## src/rtl/pong_pkg.sv

```systemverilog
// Shared types and geometry defaults for the paddle-game ball engine.
package pong_pkg;

    typedef enum logic [1:0] {
        IDLE  = 2'd0,
        MOVE  = 2'd1,
        STEP  = 2'd2,
        CHECK = 2'd3
    } state_t;

    typedef enum logic {
        DIR_LEFT  = 1'b0,
        DIR_RIGHT = 1'b1
    } dir_x_t;

    typedef enum logic {
        DIR_UP   = 1'b0,
        DIR_DOWN = 1'b1
    } dir_y_t;

    localparam int DEF_BALL_RADIUS   = 5;
    localparam int DEF_PADDLE_RADIUS = 20;
    localparam int DEF_FLOOR_Y       = 479;
    localparam int DEF_SCREEN_W      = 640;

endpackage

```

## src/rtl/paddle_hit_check.sv

```systemverilog
// Combinational contact test between a candidate ball position and one paddle,
// including the "ball must be heading toward this paddle" rule.
module paddle_hit_check
    import pong_pkg::*;
#(
    parameter int BIT_WIDTH     = 10,
    parameter int BALL_RADIUS   = DEF_BALL_RADIUS,
    parameter int PADDLE_RADIUS = DEF_PADDLE_RADIUS,
    parameter int SCREEN_W      = DEF_SCREEN_W
) (
    input  logic signed [BIT_WIDTH+1:0] nx,
    input  logic signed [BIT_WIDTH+1:0] ny,
    input  logic        [BIT_WIDTH-1:0] paddleX,
    input  logic        [BIT_WIDTH-1:0] paddleY,
    input  dir_x_t                      dirX,
    output logic                        hit
);
    localparam int CW = BIT_WIDTH + 2;
    localparam logic [CW:0]          X_REACH = (CW+1)'(BALL_RADIUS);
    localparam logic [CW:0]          Y_REACH = (CW+1)'(PADDLE_RADIUS);
    localparam logic [BIT_WIDTH-1:0] HALF_W  = BIT_WIDTH'(SCREEN_W / 2);

    // One extra bit so the difference of a signed candidate and an unsigned centre cannot overflow.
    logic [CW:0] dx, dy, adx, ady;
    logic        towardOk;

    assign dx  = {nx[CW-1], nx} - {3'b000, paddleX};
    assign dy  = {ny[CW-1], ny} - {3'b000, paddleY};
    assign adx = dx[CW] ? -dx : dx;
    assign ady = dy[CW] ? -dy : dy;

    assign towardOk = (paddleX < HALF_W) ? (dirX == DIR_LEFT) : (dirX == DIR_RIGHT);
    assign hit      = (adx <= X_REACH) && (ady <= Y_REACH) && towardOk;

endmodule

```

## src/rtl/ball_physics_engine.sv

```systemverilog
// Frame-stepped ball motion: each frameTick moves the ball by speed on both axes,
// then resolves floor, paddle, wall and ceiling contacts and commits the result.
module ball_physics_engine
    import pong_pkg::*;
#(
    parameter int BIT_WIDTH     = 10,
    parameter int BALL_RADIUS   = DEF_BALL_RADIUS,
    parameter int PADDLE_RADIUS = DEF_PADDLE_RADIUS,
    parameter int NUM_PADDLES   = 2,
    parameter int SCREEN_W      = DEF_SCREEN_W,
    parameter int CEIL_Y        = 0,
    parameter int FLOOR_Y       = DEF_FLOOR_Y,
    parameter int SPEED_WIDTH   = 4,
    parameter int HIT_CNT_WIDTH = 8,
    parameter int START_X       = 320,
    parameter int START_Y       = 240
) (
    input  logic                               clk,
    input  logic                               reset,
    input  logic                               frameTick,
    input  logic                               serve,
    input  logic                               serveDirX,
    input  logic [SPEED_WIDTH-1:0]             speed,
    input  logic [NUM_PADDLES*BIT_WIDTH-1:0]   paddleX,
    input  logic [NUM_PADDLES*BIT_WIDTH-1:0]   paddleY,
    output logic [BIT_WIDTH-1:0]               ballX,
    output logic [BIT_WIDTH-1:0]               ballY,
    output logic                               ballActive,
    output logic [NUM_PADDLES-1:0]             hitPaddle,
    output logic                               floorHit,
    output logic [HIT_CNT_WIDTH-1:0]           hitCount,
    output state_t                             debugState
);
    localparam int CW = BIT_WIDTH + 2;
    localparam logic signed [CW-1:0] FLOOR_LIM = CW'(FLOOR_Y - BALL_RADIUS);
    localparam logic signed [CW-1:0] X_MIN     = CW'(BALL_RADIUS);
    localparam logic signed [CW-1:0] X_MAX     = CW'(SCREEN_W - 1 - BALL_RADIUS);
    localparam logic signed [CW-1:0] Y_MIN     = CW'(CEIL_Y + BALL_RADIUS);

    state_t state, nextState;
    dir_x_t dirX, cDirX;
    dir_y_t dirY, cDirY;
    logic signed [CW-1:0] nx, ny, bx, by, spd;
    logic [BIT_WIDTH-1:0]   cx, cy;
    logic [NUM_PADDLES-1:0] rawHit, hitSel;
    logic                   anyHit, floorReached;

    assign ballActive = (state != IDLE);
    assign debugState = state;

    // Candidate arithmetic is done two bits wider than a coordinate so it never wraps.
    assign bx  = $signed({2'b00, ballX});
    assign by  = $signed({2'b00, ballY});
    assign spd = $signed({{(CW-SPEED_WIDTH){1'b0}}, speed});

    for (genvar g = 0; g < NUM_PADDLES; g++) begin : gPaddle
        paddle_hit_check #(
            .BIT_WIDTH    (BIT_WIDTH),
            .BALL_RADIUS  (BALL_RADIUS),
            .PADDLE_RADIUS(PADDLE_RADIUS),
            .SCREEN_W     (SCREEN_W)
        ) uCheck (
            .nx     (nx),
            .ny     (ny),
            .paddleX(paddleX[g*BIT_WIDTH +: BIT_WIDTH]),
            .paddleY(paddleY[g*BIT_WIDTH +: BIT_WIDTH]),
            .dirX   (dirX),
            .hit    (rawHit[g])
        );
    end

    always_comb begin
        hitSel = '0;
        anyHit = 1'b0;
        for (int i = 0; i < NUM_PADDLES; i++) begin
            if (rawHit[i] && !anyHit) begin
                hitSel[i] = 1'b1;
                anyHit    = 1'b1;
            end
        end
    end

    assign floorReached = (ny >= FLOOR_LIM);

    // A paddle bounce takes precedence over the side walls; the ceiling is independent.
    always_comb begin
        cx    = nx[BIT_WIDTH-1:0];
        cy    = ny[BIT_WIDTH-1:0];
        cDirX = dirX;
        cDirY = dirY;
        if (anyHit) begin
            cDirX = (dirX == DIR_RIGHT) ? DIR_LEFT : DIR_RIGHT;
        end else if (nx <= X_MIN) begin
            cx    = X_MIN[BIT_WIDTH-1:0];
            cDirX = DIR_RIGHT;
        end else if (nx >= X_MAX) begin
            cx    = X_MAX[BIT_WIDTH-1:0];
            cDirX = DIR_LEFT;
        end
        if (ny <= Y_MIN) begin
            cy    = Y_MIN[BIT_WIDTH-1:0];
            cDirY = DIR_DOWN;
        end
    end

    always_ff @(posedge clk) begin
        if (reset) state <= IDLE;
        else       state <= nextState;
    end

    always_comb begin
        nextState = state;
        case (state)
            IDLE:    if (serve) nextState = MOVE;
            MOVE:    if (frameTick) nextState = STEP;
            STEP:    nextState = CHECK;
            CHECK:   nextState = floorReached ? IDLE : MOVE;
            default: nextState = IDLE;
        endcase
    end

    // Event pulses are registered so they line up with the committed position.
    always_ff @(posedge clk) begin
        if (reset) begin
            ballX     <= BIT_WIDTH'(START_X);
            ballY     <= BIT_WIDTH'(START_Y);
            dirX      <= DIR_RIGHT;
            dirY      <= DIR_DOWN;
            nx        <= '0;
            ny        <= '0;
            hitPaddle <= '0;
            floorHit  <= 1'b0;
            hitCount  <= '0;
        end else begin
            hitPaddle <= '0;
            floorHit  <= 1'b0;
            case (state)
                IDLE: begin
                    if (serve) begin
                        dirX     <= serveDirX ? DIR_RIGHT : DIR_LEFT;
                        dirY     <= DIR_DOWN;
                        hitCount <= '0;
                    end
                end
                STEP: begin
                    nx <= (dirX == DIR_RIGHT) ? bx + spd : bx - spd;
                    ny <= (dirY == DIR_DOWN)  ? by + spd : by - spd;
                end
                CHECK: begin
                    if (floorReached) begin
                        floorHit <= 1'b1;
                        ballX    <= BIT_WIDTH'(START_X);
                        ballY    <= BIT_WIDTH'(START_Y);
                    end else begin
                        ballX <= cx;
                        ballY <= cy;
                        dirX  <= cDirX;
                        dirY  <= cDirY;
                        if (anyHit) begin
                            hitPaddle <= hitSel;
                            if (hitCount != '1) hitCount <= hitCount + HIT_CNT_WIDTH'(1);
                        end
                    end
                end
                default: ;
            endcase
        end
    end

endmodule
```

## config.mk

```make
export PLATFORM = sky130hd
export DESIGN_NAME = ball_physics_engine
export DESIGN_NICKNAME = d
export VERILOG_FILES = /design/src/rtl/pong_pkg.sv /design/src/rtl/paddle_hit_check.sv /design/src/rtl/ball_physics_engine.sv
export SDC_FILE = /design/constraint.sdc
export NUM_CORES = 1
export LEC_CHECK = 0
export CAP_MARGIN = 0
export CELL_PAD_IN_SITES_DETAIL_PLACEMENT = 1
export CELL_PAD_IN_SITES_GLOBAL_PLACEMENT = 1
export CORE_UTILIZATION = 43
export CTS_CLUSTER_SIZE = 28
export DETAILED_ROUTE_END_ITERATION = 7
export GPL_ROUTABILITY_DRIVEN = 0
export PLACE_DENSITY = 0.94
export SLEW_MARGIN = 40
export SYNTH_ARGS = -nofsm -noshare
export SYNTH_HDL_FRONTEND = slang
export SYNTH_SLANG_ARGS = --single-unit
```

## constraint.sdc

```tcl
create_clock -name clk -period 6.2 [get_ports clk]
set_input_delay 1.55 -clock clk [delete_from_list [all_inputs] [get_ports clk]]
set_output_delay 1.55 -clock clk [all_outputs]
set_load 0.005 [all_outputs]
```

==> flow_summary.ini, run 1 <==
[outcome]
status = finished, final reports clean

[routing]
drcViolationCount = 0
routed_wl_um = 25100
dr.pass1.iters = 5
drt_iter0_drc = 603
viasPerCell = 6.318
vias = 8037
wl_per_cell_um = 19.73
drtAntennaViolNets = 0

[clock_tree]
cts.clk_slew.worst_paths_ns = 0.05
cts_hold_buf = 0
cts_tree = done
clockBufferDepth = 2
cts_max_level = 3
numCtsBuffers = 9
cts_setup_buffers = 0
cts-resized-gates = 0
clock_latency_ns = 0.34
cts_sinks = 57
root_buffer = clkbuf_16

[grt]
grt_max_degree = 53
antenna_found_initial = 0
grt_pass1_vias = 8299
grt_pass1_wl_um = 40900
overflow = 0
grtUsageTotal_pct = 28.60

[setup_path]
endpoint_kind = register
path_cells = clkdlybuf4s50_1, ha_1, fa_1, nand2b_1, a21bo_2, a211oi_1, nor2_1, o311ai_0, nand3_1, nor4_1, nand4_1, nand3_1, a311oi_1, a41o_1
rrSetupSlack_ns = 1.45
start_kind = primary input
crit_required_ns = 6.42
cpPeakStageDelay_ns = 0.60
crit_type = primary input to register
ff2ff_path_depth = 13
reg2reg_from = nx[1]
r2r-end = hitCount[7]
cp.arrival_ns = 5.95
crit_top_cell = nand3_1
cp_max_fo = 10
cp_slowest_cell = o311ai_0

[logic_synthesis]
synth_cell_types = 81
synth_edf_count = 0
syn-instance-count = 981
yosysSeqAreaShare_pct = 15.77
synth_top_flop_cell = dfxtp_1
async_flop_share_pct = 0
synth_seq_cells = 57
ys_warn_count = 0
syn_area_um2 = 7236
syn_avg_cell_area_um2 = 7.376
synthesis.nets = 1097

[finish]
final_nets = 1163
diodes = 0
layout-drive-gt1-share_pct = 5.894
syn2layout_area_growth_pct = 18.23
nFillCells = 2091
final_common_cell = nor2_1
register_area_um2 = 1141
fin_util_pct = 51.77
mostFrequentLayoutCells = 92 x nor2_1, 81 x clkdlybuf4s50_1, 77 x inv_1
multi_input_area_um2 = 5647

[floorplan]
fp.dieArea_um2 = 17350
core_um2 = 16520
die_w_um = 131.7
dieHeight_um = 131.7
io_pins = 83
start_util_pct = 43.79
num_rows = 47

[sta]
fmax_mhz = 174.5
slew_headroom_pct = 48.22
rsz0062_at_grt = no
fin_ws_ns = 0.4705
post-route-min-period_ns = 5.730
setup_viol = 0
clock_skew_ns = 0.006427
fin_crit_sh_pct = 92.41
finalHoldViolations = 0
worst_pin_slew_ns = 0.7571
final-max-slew-violation-count = 0
fin_tns_setup_ns = 0

[worst_hold_path]
whs_endpoint = ballX[7]
hp-class = register to register
min_delay_path_depth = 2
worstHoldStart = ballX[7]

[pwr]
p_seq_share_pct = 17.5
powerDensity_nw_per_um2 = 370.9
swShare_pct = 48.70
irDropWorstVdd_mv = 0.2623
p_int_uw = 1628
pwr-share-comb_pct = 66.2
power_leakage_uw = 0.003503
pwr-share-clk_pct = 16.3
total_power_uw = 3173
switchingPower_uw = 1545

[placement]
dp_worst_setup_slack_ns = 0.2962
dpl.hpwl_um = 19440
port_buffers = 82

[job]
drv_cap = 0
## flip-flops by register name, indices dropped and copies added, names as in the netlist
| name | flops |
|---|---|
| hitPaddle | 2 |
| ballY | 10 |
| nx | 12 |
| floorHit | 1 |
| dirX | 1 |
| ballX | 10 |
| ny | 11 |
| hitCount | 8 |
| debugState | 2 |
## worst max-delay path, delay by kind of cell
family | cells | cell delay [ns]
compound gates | 5 | 1.58
buf+inv | 1 | 0.41
fa+ha+maj | 2 | 0.66
simple gates | 6 | 1.73
## how the worst max path moves through the flow
stage	start	end	slack, ns	cells after the start
3_3_place_gp	paddleX[10]	hitCount[7]	0.48	14
4_1_cts	paddleX[10]	hitCount[7]	0.60	14
6_report	paddleX[10]	hitCount[7]	0.47	14
2_1_floorplan	paddleX[4]	hitCount[6]	1.30	13
3_5_place_dp	paddleX[10]	hitCount[7]	0.30	14
5_1_grt	paddleY[10]	hitCount[7]	0.20	15
## power by group through the flow
stage	sequential [uW]	combinational (uW)	clock [uW]
2_1_floorplan	490	1540	0
3_3_place_gp	554	1960	0
3_5_place_dp	558	2040	0
4_1_cts	552	2070	515
5_1_grt	560	2300	531
6_report	556	2100	516
## per-stage QoR
stage / hold WS, ns / cell area [um2] / std cells
2_1_floorplan: 0.4689 / 7236 / 981
3_3_place_gp: 0.4926 / 8243 / 1256
3_5_place_dp: 0.4881 / 8245 / 1256
4_1_cts: 0.5172 / 8554 / 1272
5_1_grt: 0.5453 / 8554 / 1272
6_report: 0.5190 / 8554 / 1272
## kinds of logic (layout without fill, tap and decap cells)
logic type	after synthesis	in the layout	share of synthesized area, %
compound gates	318	318	31.28
xor+xnor	45	45	5.447
mux	23	23	3.251
flops	57	57	15.77
buf+inv	114	185	6.191
fa+ha+maj	67	67	12.31
simple gates	357	357	25.75
## cell usage after synthesis, drive strengths merged, types with 5 or more instances
cell type / instances / share of area [%]
nand3: 25 / 1.7
ha: 60 / 10
o2111ai: 8 / 0.97
o22ai: 8 / 0.69
fa: 7 / 1.9
mux2i: 19 / 2.6
a2111oi: 8 / 1.2
o211ai: 20 / 2.1
buf: 8 / 0.69
a211oi: 32 / 3.3
nor3: 29 / 2.0
and4: 6 / 0.73
a21boi: 5 / 0.52
xnor2: 27 / 3.3
and2: 10 / 0.86
or4: 6 / 0.62
a31oi: 6 / 0.52
nand2b: 18 / 1.6
a21oi: 70 / 4.8
o21ai: 45 / 3.2
nor3b: 6 / 0.62
dfxtp: 57 / 16
xor2: 18 / 2.2
nor2b: 13 / 1.1
clkbuf: 29 / 1.5
a21bo: 5 / 0.69
nor4: 14 / 1.2
and3: 13 / 1.1
or2: 18 / 1.6
o32ai: 5 / 0.61
o211a: 11 / 1.5
a311oi: 6 / 0.73
nor2: 92 / 4.8
a21o: 25 / 2.6
nand4: 17 / 1.5
nand2: 60 / 3.1
inv: 77 / 4.0
nand3b: 9 / 0.93
o21a: 10 / 1.0
or3: 10 / 0.86
a211o: 7 / 0.85
## routing by layer
layer,wire length (um),track usage [%]
met2,12150,49.74
met3,1233,3.202
met5,0,0
met1,11180,36.23
met4,534,10.53
## layout make-up
type / instances / share of cell area [%]
Multi-Input combinational cell: 810 / 66.01
Sequential cell: 57 / 13.34
Timing Repair Buffer: 92 / 10.44
Inverter: 77 / 3.379
Tap cell: 220 / 3.218
Clock buffer: 14 / 3.203
Clock inverter: 2 / 0.4095
No activity file was read; power rests on OpenSTA's default activity.
==> run 2, diff against run 1 <==
CTS_CLUSTER_DIAMETER = 60   (was default)
==> results of run 2 <==
The final DEF is identical to that of run 1; final timing and power are the same.
